### config.mk
export PLATFORM = sky130hd
export DESIGN_NAME = wrapper_packet_construct_fifo_flat
export DESIGN_NICKNAME = d
export VERILOG_FILES = /design/src/rtl/wrapper_packet_construct_fifo_if.sv /design/src/rtl/wrapper_packet_construct_fifo.sv /design/src/flat_wrapper.sv
export SDC_FILE = /design/constraint.sdc
export NUM_CORES = 2
export LEC_CHECK = 0
export ABC_AREA = 1
export CAP_MARGIN = 20
export CORE_ASPECT_RATIO = 0.9
export CORE_MARGIN = 1
export CORE_UTILIZATION = 45
export DETAILED_ROUTE_END_ITERATION = 12
export SYNTH_ARGS = -nofsm -noshare
export SYNTH_HDL_FRONTEND = slang
export SYNTH_SLANG_ARGS = --single-unit
### constraint.sdc
create_clock -name hclk -period 3.6 [get_ports hclk]
set_input_delay 0.54 -clock hclk [delete_from_list [all_inputs] [get_ports hclk]]
set_output_delay 0.54 -clock hclk [all_outputs]
set_load 0.005 [all_outputs]
### src/rtl/wrapper_packet_construct_fifo_if.sv
// -----------------------------------------------------------------------------
// wrapper_packet_construct_fifo_if
// Bundles the register-write channel (from the AHB VR interface) and the
// packet valid/ready channel (towards the accelerator engine) of
// wrapper_packet_construct_fifo.
//   master : drives addr/read_en/write_en/byte_strobe/wdata and
//            packet_data_ready (host side plus engine side)
//   slave  : the packet constructor itself
// Parameters: ADDRWIDTH (register byte address width), PACKETWIDTH (bits).
// -----------------------------------------------------------------------------
interface wrapper_packet_construct_fifo_if #(
    parameter int ADDRWIDTH   = 11,
    parameter int PACKETWIDTH = 512
);
    logic [ADDRWIDTH-1:0]   addr;
    logic                   read_en;
    logic                   write_en;
    logic [3:0]             byte_strobe;
    logic [31:0]            wdata;
    logic [31:0]            rdata;
    logic                   wready;
    logic                   rready;
    logic [PACKETWIDTH-1:0] packet_data;
    logic                   packet_data_last;
    logic                   packet_data_valid;
    logic                   packet_data_ready;

    modport master (
        output addr, read_en, write_en, byte_strobe, wdata, packet_data_ready,
        input  rdata, wready, rready, packet_data, packet_data_last, packet_data_valid
    );

    modport slave (
        input  addr, read_en, write_en, byte_strobe, wdata, packet_data_ready,
        output rdata, wready, rready, packet_data, packet_data_last, packet_data_valid
    );
endinterface

### src/rtl/wrapper_packet_construct_fifo.sv
// -----------------------------------------------------------------------------
// wrapper_packet_construct_fifo
// Assembles 32-bit register writes into PACKETWIDTH-bit packets and queues up
// to DEPTH finished packets for the engine, so the host can build packet N+1
// while the engine is still consuming packet N.
// Ports:
//   hclk, hreset : clock and synchronous active-high reset
//   bus (slave)  : addr/read_en/write_en/byte_strobe/wdata -> rdata/wready/rready
//                  packet_data/packet_data_last/packet_data_valid <- packet_data_ready
// Word index = addr[$clog2(NW)+1:2]; addr[ADDRWIDTH-1] is the LAST alias.
// Optional macro WRAPPER_PKT_CONSTRUCT_STATUS_EN: addr[ADDRWIDTH-2]=1 selects a
// read-only status word {16'h0, count[7:0], 7'h0, partial}.
// -----------------------------------------------------------------------------
module wrapper_packet_construct_fifo #(
    parameter int ADDRWIDTH   = 11,
    parameter int PACKETWIDTH = 512,
    parameter int DEPTH       = 2
) (
    input  logic                           hclk,
    input  logic                           hreset,
    wrapper_packet_construct_fifo_if.slave bus
);
    localparam int NW   = PACKETWIDTH / 32;
    localparam int WIW  = $clog2(NW);
    localparam int PTRW = (DEPTH > 1) ? $clog2(DEPTH) : 1;
    localparam int CNTW = $clog2(DEPTH + 1);

    localparam logic [WIW-1:0]  LAST_W  = WIW'(NW - 1);
    localparam logic [WIW:0]    NW_V    = (WIW + 1)'(NW);
    localparam logic [PTRW-1:0] PTR_MAX = PTRW'(DEPTH - 1);
    localparam logic [CNTW-1:0] DEPTH_V = CNTW'(DEPTH);

    logic [PACKETWIDTH-1:0] asm_q, asm_d, merged_s;
    logic                   partial_q, partial_d;
    logic [PACKETWIDTH-1:0] mem_q [DEPTH];
    logic [PACKETWIDTH-1:0] mem_d [DEPTH];
    logic [DEPTH-1:0]       last_q, last_d;
    logic [PTRW-1:0]        wr_ptr_q, wr_ptr_d, rd_ptr_q, rd_ptr_d;
    logic [CNTW-1:0]        count_q, count_d;

    logic [WIW-1:0] widx_s;
    logic           word_ok_s, status_sel_s, wready_s, wr_acc_s, asm_wr_s, push_s, pop_s;
    logic [31:0]    status_word_s, rdata_s;
    logic           addr_unused_s;

    assign widx_s    = bus.addr[WIW+1:2];
    // Only reachable when NW is not a power of two: such writes are swallowed.
    assign word_ok_s = ({1'b0, widx_s} < NW_V);

`ifdef WRAPPER_PKT_CONSTRUCT_STATUS_EN
    assign status_sel_s  = bus.addr[ADDRWIDTH-2];
    assign status_word_s = {16'h0000, 8'(count_q), 7'h00, partial_q};
`else
    assign status_sel_s  = 1'b0;
    assign status_word_s = 32'h0000_0000;
`endif

    assign addr_unused_s = ^{bus.addr[1:0], bus.addr[ADDRWIDTH-2:WIW+2]};

    // wready depends on stored count only, never on packet_data_ready.
    assign wready_s = (count_q < DEPTH_V);
    assign wr_acc_s = bus.write_en & wready_s;
    assign asm_wr_s = wr_acc_s & ~status_sel_s & word_ok_s;
    assign push_s   = asm_wr_s & (widx_s == LAST_W);
    assign pop_s    = (count_q != {CNTW{1'b0}}) & bus.packet_data_ready;

    // Byte-merge the incoming write into the addressed assembly word.
    always_comb begin
        merged_s = asm_q;
        if (word_ok_s) begin
            for (int b = 0; b < 4; b++) begin
                merged_s[(int'(widx_s) * 32) + (b * 8) +: 8] =
                    bus.byte_strobe[b] ? bus.wdata[b*8 +: 8]
                                       : asm_q[(int'(widx_s) * 32) + (b * 8) +: 8];
            end
        end else begin
            merged_s = asm_q;
        end
    end

    // Next state for the assembly register, FIFO storage, pointers and count.
    always_comb begin
        asm_d     = asm_q;
        partial_d = partial_q;
        mem_d     = mem_q;
        last_d    = last_q;
        wr_ptr_d  = wr_ptr_q;
        rd_ptr_d  = rd_ptr_q;
        count_d   = count_q;

        if (push_s) begin
            // Final word: the merged packet goes straight into the FIFO and
            // the assembly register restarts from zero on the same edge.
            mem_d[wr_ptr_q]  = merged_s;
            last_d[wr_ptr_q] = bus.addr[ADDRWIDTH-1];
            wr_ptr_d         = (wr_ptr_q == PTR_MAX) ? {PTRW{1'b0}} : wr_ptr_q + 1'b1;
            asm_d            = {PACKETWIDTH{1'b0}};
            partial_d        = 1'b0;
        end else if (asm_wr_s) begin
            asm_d     = merged_s;
            partial_d = 1'b1;
        end else begin
            asm_d     = asm_q;
            partial_d = partial_q;
        end

        if (pop_s) begin
            rd_ptr_d = (rd_ptr_q == PTR_MAX) ? {PTRW{1'b0}} : rd_ptr_q + 1'b1;
        end else begin
            rd_ptr_d = rd_ptr_q;
        end

        case ({push_s, pop_s})
            2'b10:   count_d = count_q + 1'b1;
            2'b01:   count_d = count_q - 1'b1;
            default: count_d = count_q;
        endcase
    end

    // State register with synchronous reset that discards all buffered data.
    always_ff @(posedge hclk) begin
        if (hreset) begin
            asm_q     <= {PACKETWIDTH{1'b0}};
            partial_q <= 1'b0;
            mem_q     <= '{default: {PACKETWIDTH{1'b0}}};
            last_q    <= {DEPTH{1'b0}};
            wr_ptr_q  <= {PTRW{1'b0}};
            rd_ptr_q  <= {PTRW{1'b0}};
            count_q   <= {CNTW{1'b0}};
        end else begin
            asm_q     <= asm_d;
            partial_q <= partial_d;
            mem_q     <= mem_d;
            last_q    <= last_d;
            wr_ptr_q  <= wr_ptr_d;
            rd_ptr_q  <= rd_ptr_d;
            count_q   <= count_d;
        end
    end

    // Combinational register read: status word, assembly word, or zero.
    always_comb begin
        rdata_s = 32'h0000_0000;
        if (!bus.read_en) begin
            rdata_s = 32'h0000_0000;
        end else if (status_sel_s) begin
            rdata_s = status_word_s;
        end else if (word_ok_s) begin
            rdata_s = asm_q[int'(widx_s) * 32 +: 32];
        end else begin
            rdata_s = 32'h0000_0000;
        end
    end

    assign bus.rdata             = rdata_s;
    assign bus.wready            = wready_s;
    assign bus.rready            = 1'b1;
    assign bus.packet_data       = mem_q[rd_ptr_q];
    assign bus.packet_data_last  = last_q[rd_ptr_q];
    assign bus.packet_data_valid = (count_q != {CNTW{1'b0}});
endmodule

### src/flat_wrapper.sv
// flat-port wrapper written by rule: the top's interface ports become plain ports
module wrapper_packet_construct_fifo_flat 
#(
    parameter int ADDRWIDTH   = 11,
    parameter int PACKETWIDTH = 512,
    parameter int DEPTH       = 2
)
  (hclk, hreset, bus_addr, bus_read_en, bus_write_en, bus_byte_strobe, bus_wdata, bus_packet_data_ready, bus_rdata, bus_wready, bus_rready, bus_packet_data, bus_packet_data_last, bus_packet_data_valid);
  wrapper_packet_construct_fifo_if #(.ADDRWIDTH(ADDRWIDTH), .PACKETWIDTH(PACKETWIDTH)) bus_i ();
  input  logic hclk;
  input  logic hreset;
  input wire logic [$bits(bus_i.addr)-1:0] bus_addr;
  input wire logic [$bits(bus_i.read_en)-1:0] bus_read_en;
  input wire logic [$bits(bus_i.write_en)-1:0] bus_write_en;
  input wire logic [$bits(bus_i.byte_strobe)-1:0] bus_byte_strobe;
  input wire logic [$bits(bus_i.wdata)-1:0] bus_wdata;
  input wire logic [$bits(bus_i.packet_data_ready)-1:0] bus_packet_data_ready;
  output wire logic [$bits(bus_i.rdata)-1:0] bus_rdata;
  output wire logic [$bits(bus_i.wready)-1:0] bus_wready;
  output wire logic [$bits(bus_i.rready)-1:0] bus_rready;
  output wire logic [$bits(bus_i.packet_data)-1:0] bus_packet_data;
  output wire logic [$bits(bus_i.packet_data_last)-1:0] bus_packet_data_last;
  output wire logic [$bits(bus_i.packet_data_valid)-1:0] bus_packet_data_valid;
  assign bus_i.addr = bus_addr;
  assign bus_i.read_en = bus_read_en;
  assign bus_i.write_en = bus_write_en;
  assign bus_i.byte_strobe = bus_byte_strobe;
  assign bus_i.wdata = bus_wdata;
  assign bus_i.packet_data_ready = bus_packet_data_ready;
  assign bus_rdata = bus_i.rdata;
  assign bus_wready = bus_i.wready;
  assign bus_rready = bus_i.rready;
  assign bus_packet_data = bus_i.packet_data;
  assign bus_packet_data_last = bus_i.packet_data_last;
  assign bus_packet_data_valid = bus_i.packet_data_valid;
  wrapper_packet_construct_fifo #(.ADDRWIDTH(ADDRWIDTH), .PACKETWIDTH(PACKETWIDTH), .DEPTH(DEPTH)) u_core (.hclk(hclk), .hreset(hreset), .bus(bus_i));
endmodule
==> key figures <==
Routing
  – Residual DRC: 0
  – Post-DRT Antenna Nets: 0
  – DRT iter0 DRCs: between 8000 and 9000
  – Via Count: about 73000
  – Vias/cell: between 5 and 6
  – Detailed Route WL: roughly 310000 um
  – DR pass1 iterations: 6
  – Routed wire length per instance: between 20 and 25 um

Setup path
  – CP Class: in -> out
  – Slowest cell on the critical path: o21ai_0
  – Reg-to-reg critical path startpoint: u_core.asm_q[344]$_SDFFE_PP0P_
  – Cell Chain, Critical Path: buf_8, inv_4, buf_12, nor2_1, o21ai_0, nand2_1, nand2_1, inv_1, a21oi_1, buf_4, clkdlybuf4s50_1
  – WP buf/inv: 6
  – Largest delay share family, worst path: buffers and inverters
  – Critical Path Start Type: input port
  – Crit Path Max Fanout: a little under 50
  – Worst Path Required: around 3 ns
  – FF-to-FF End: u_core.mem_q[440]$_SDFFE_PP0P_
  – CP Capture Type: output pin
  – CP most frequent cell: nand2_1
  – Data arrival time of the worst path: 3.03 ns
  – R2R cell count: 9
  – Largest stage delay, worst path: 0.50 ns
  – Register-to-register path setup slack: just over 0.8 ns

Place
  – Port bufs: 592
  – Dpl hpwl: between 200000 and 250000 um
  – GP Congestion: around 1

Cells and area
  – Finished Core Util: 0.555
  – Register Area: slightly above 0.03 mm^2
  – Layout cells sized above 1: 0.0867
  – Area of the multi-input gates: 0.0332 mm^2
  – Fill cells: ~15000
  – Nets: roughly 11000
  – Area growth syn-to-layout: 22.2%

Clock network
  – CTS tree: done
  – Root buf cell: clkbuf_16
  – CTS Hold Bufs: 0
  – H-tree levels: 4
  – Clk_lat worst skew: just over 0.8 ns
  – Post_cts resized: 1
  – Clock Sink Count: about 1500
  – CTS buffer count: 165
  – Post-CTS Setup Inserts: 0
  – Maximum clock path buffer count: 3
  – CTS clk-pin slew, worst paths: 0.06 ns

Run
  – Max cap viols: 0

Die
  – Core area: between 0.15 and 0.2 mm^2
  – Starting Density: 0.454
  – Overall die area: around 0.16 mm^2
  – Die width: around 420 um
  – IO Pins: 600
  – Num rows: approximately 140
  – Die height: roughly 380 um

STA
  – Final setup viols: 0
  – Max-slew violations: 0
  – Setup repair after global routing missed its margin: no
  – Peak Freq: about 280 MHz
  – Post-route setup TNS: 0 ns
  – Worst Skew: roughly 0.033 ns
  – Final min period: around 3.6 ns
  – Slew margin rel.: 0.186
  – Crit share post-route: 0.992
  – Worst-Margin Slew: 1.22 ns
  – Final hold vios: 0

Synth
  – Netlist cell types: 34
  – Top cells by area, synth: dfxtp_1 44%, nand2_1 18%, o21ai_0 9.6%, a21oi_1 8.4%, inv_1 4.5%
  – Ys async rst share: 0
  – Top FF cell, synth: dfxtp_1
  – Area share of the largest cell type after synthesis: 0.438
  – Syn avg cell area: 6.70 um^2
  – Leading area contributor after synthesis: dfxtp_1
  – EDFF count, synth: 0
  – Part of the Yosys area used for sequential elements: 0.438
  – Syn nets: about 11000
  – Post-synthesis instance area: 0.0704 mm^2
  – Synthesis Warnings: 0
  – Synth Register Bits: ~1500
  – Cells after Synth: around 11000

Global route
  – All-Layer GR Usage: 0.381
  – Largest net degree at the start of global routing: roughly 230
  – Vias in the first global route: about 66000
  – Initial antenna violation count: 14
  – First-pass GRT wire length: around 450000 um
  – Gr ovfl total: 0

Worst hold path
  – Hold_sp: hreset
  – Hold path depth: 4
  – Worst Hold Class: in -> reg
  – Worst Hold Endpoint: u_core.asm_q[490]$_SDFFE_PP0P_

Pwr
  – Cell Pwr Density: roughly 480 mW/mm^2
  – VDD IR max: ~0.00046 V
  – Power, Total: between 40000 and 50000 uW
  – P_leak: roughly 0.038 uW

Outcome
  – Status: completed
==> sequential cells by signal, summed over array words and instances, names as in the netlist <==
name,count
u_core.mem_q,1024
u_core.count_q,2
u_core.asm_q,512
u_core.wr_ptr_q,1
u_core.last_q,2
u_core.rd_ptr_q,1
==> layer usage <==
metal / routed length [um] / global-route usage
met1: 127000 / 0.485
met2: 140000 / 0.598
met3: 24300 / 0.0731
met4: 21000 / 0.228
met5: 74 / 0.0102
==> cell families (layout without fill, tap and decap cells) <==
logic type	count (synthesis)	count (layout)	synth area share
buffers and inverters	1662	2214	0.0917
DFF	1542	1542	0.438
other	1	11	0.0000532
adders and majority gates	8	8	0.00142
and+or+nand+nor	4446	4446	0.260
AOI/OAI and AO/OA	2850	2850	0.208
==> layout make-up <==
class / count / area share
multi-input cells: 7305 / 0.385
flip-flops and latches: 1542 / 0.359
repair buffers: 1050 / 0.123
clock buffers: 251 / 0.0575
inverters: 866 / 0.0383
well taps: 2085 / 0.0303
clock inverters: 47 / 0.00735
diodes: 10 / 0.000291
==> where the power goes <==
part	leakage [uW]	switching [uW]	internal, uW
Combinational	0.0224	3870	1750
Sequential	0.0125	318	17600
Clock	0.00275	7400	10400
Total	0.0376	11600	29800
==> layout by cell type (no fill, tap or decap), types with 16 or more instances in the layout <==
cell type,netlist,layout
dfxtp_1,1542,1541
nor2_1,73,69
nand3_1,613,613
o21ai_1,121,121
nand2_1,3445,3444
clkbuf_1,615,43
a21oi_1,1182,1182
inv_1,844,840
nand4_1,98,98
o211ai_1,96,96
buf_4,9,362
a31oi_1,16,16
clkbuf_16,0,171
or2_2,176,176
o21a_1,37,37
clkinv_2,0,26
o22ai_1,48,48
o21ai_0,1349,1349
clkbuf_8,0,37
inv_2,21,17
buf_12,0,95
clkdlybuf4s50_1,0,587
==> how the worst max path moves through the flow <==
stage,end,cells after the start,start
6_report,bus_rdata[30],11,bus_addr[2]
5_1_grt,bus_packet_data[308],6,u_core.rd_ptr_q$_SDFFE_PP0P_
4_1_cts,bus_packet_data[317],6,u_core.rd_ptr_q$_SDFFE_PP0P_
3_5_place_dp,u_core.mem_q[852]$_SDFFE_PP0P_,12,bus_addr[3]
3_3_place_gp,u_core.mem_q[693]$_SDFFE_PP0P_,15,bus_addr[2]
2_1_floorplan,u_core.asm_q[100]$_SDFFE_PP0P_,17,bus_addr[2]
==> tightest hold or removal path, cell delays in order <==
cell	delay (ns)
buf_4	0.17
inv_8	0.17
nand3_1	0.14
inv_1	0.04
==> per-stage QoR <==
step,hold WS (ns),setup WS (ns),area [um^2],instances
floorplan,0.424,0.300,70400,10500
global placement,0.436,0.190,80500,12800
detailed placement,0.439,0.183,80500,12800
CTS,0.288,0.0161,86100,13100
global route,0.331,0.00889,86100,13200
finish,0.312,0.0273,86100,13200
==> synth_stat cells (10+ instances only) <==
master / count
o21ai_0: 1349
or2_2: 176
buf_2: 110
dfxtp_1: 1542
inv_1: 844
nand3_1: 613
buf_1: 56
o21a_1: 37
clkbuf_1: 615
nand4_1: 98
a31oi_1: 16
inv_2: 21
nor2_1: 73
nor2_2: 10
o211ai_1: 96
o21ai_1: 121
nand2_1: 3445
o22ai_1: 48
a21oi_1: 1182
(Power assumes the default switching activity.)
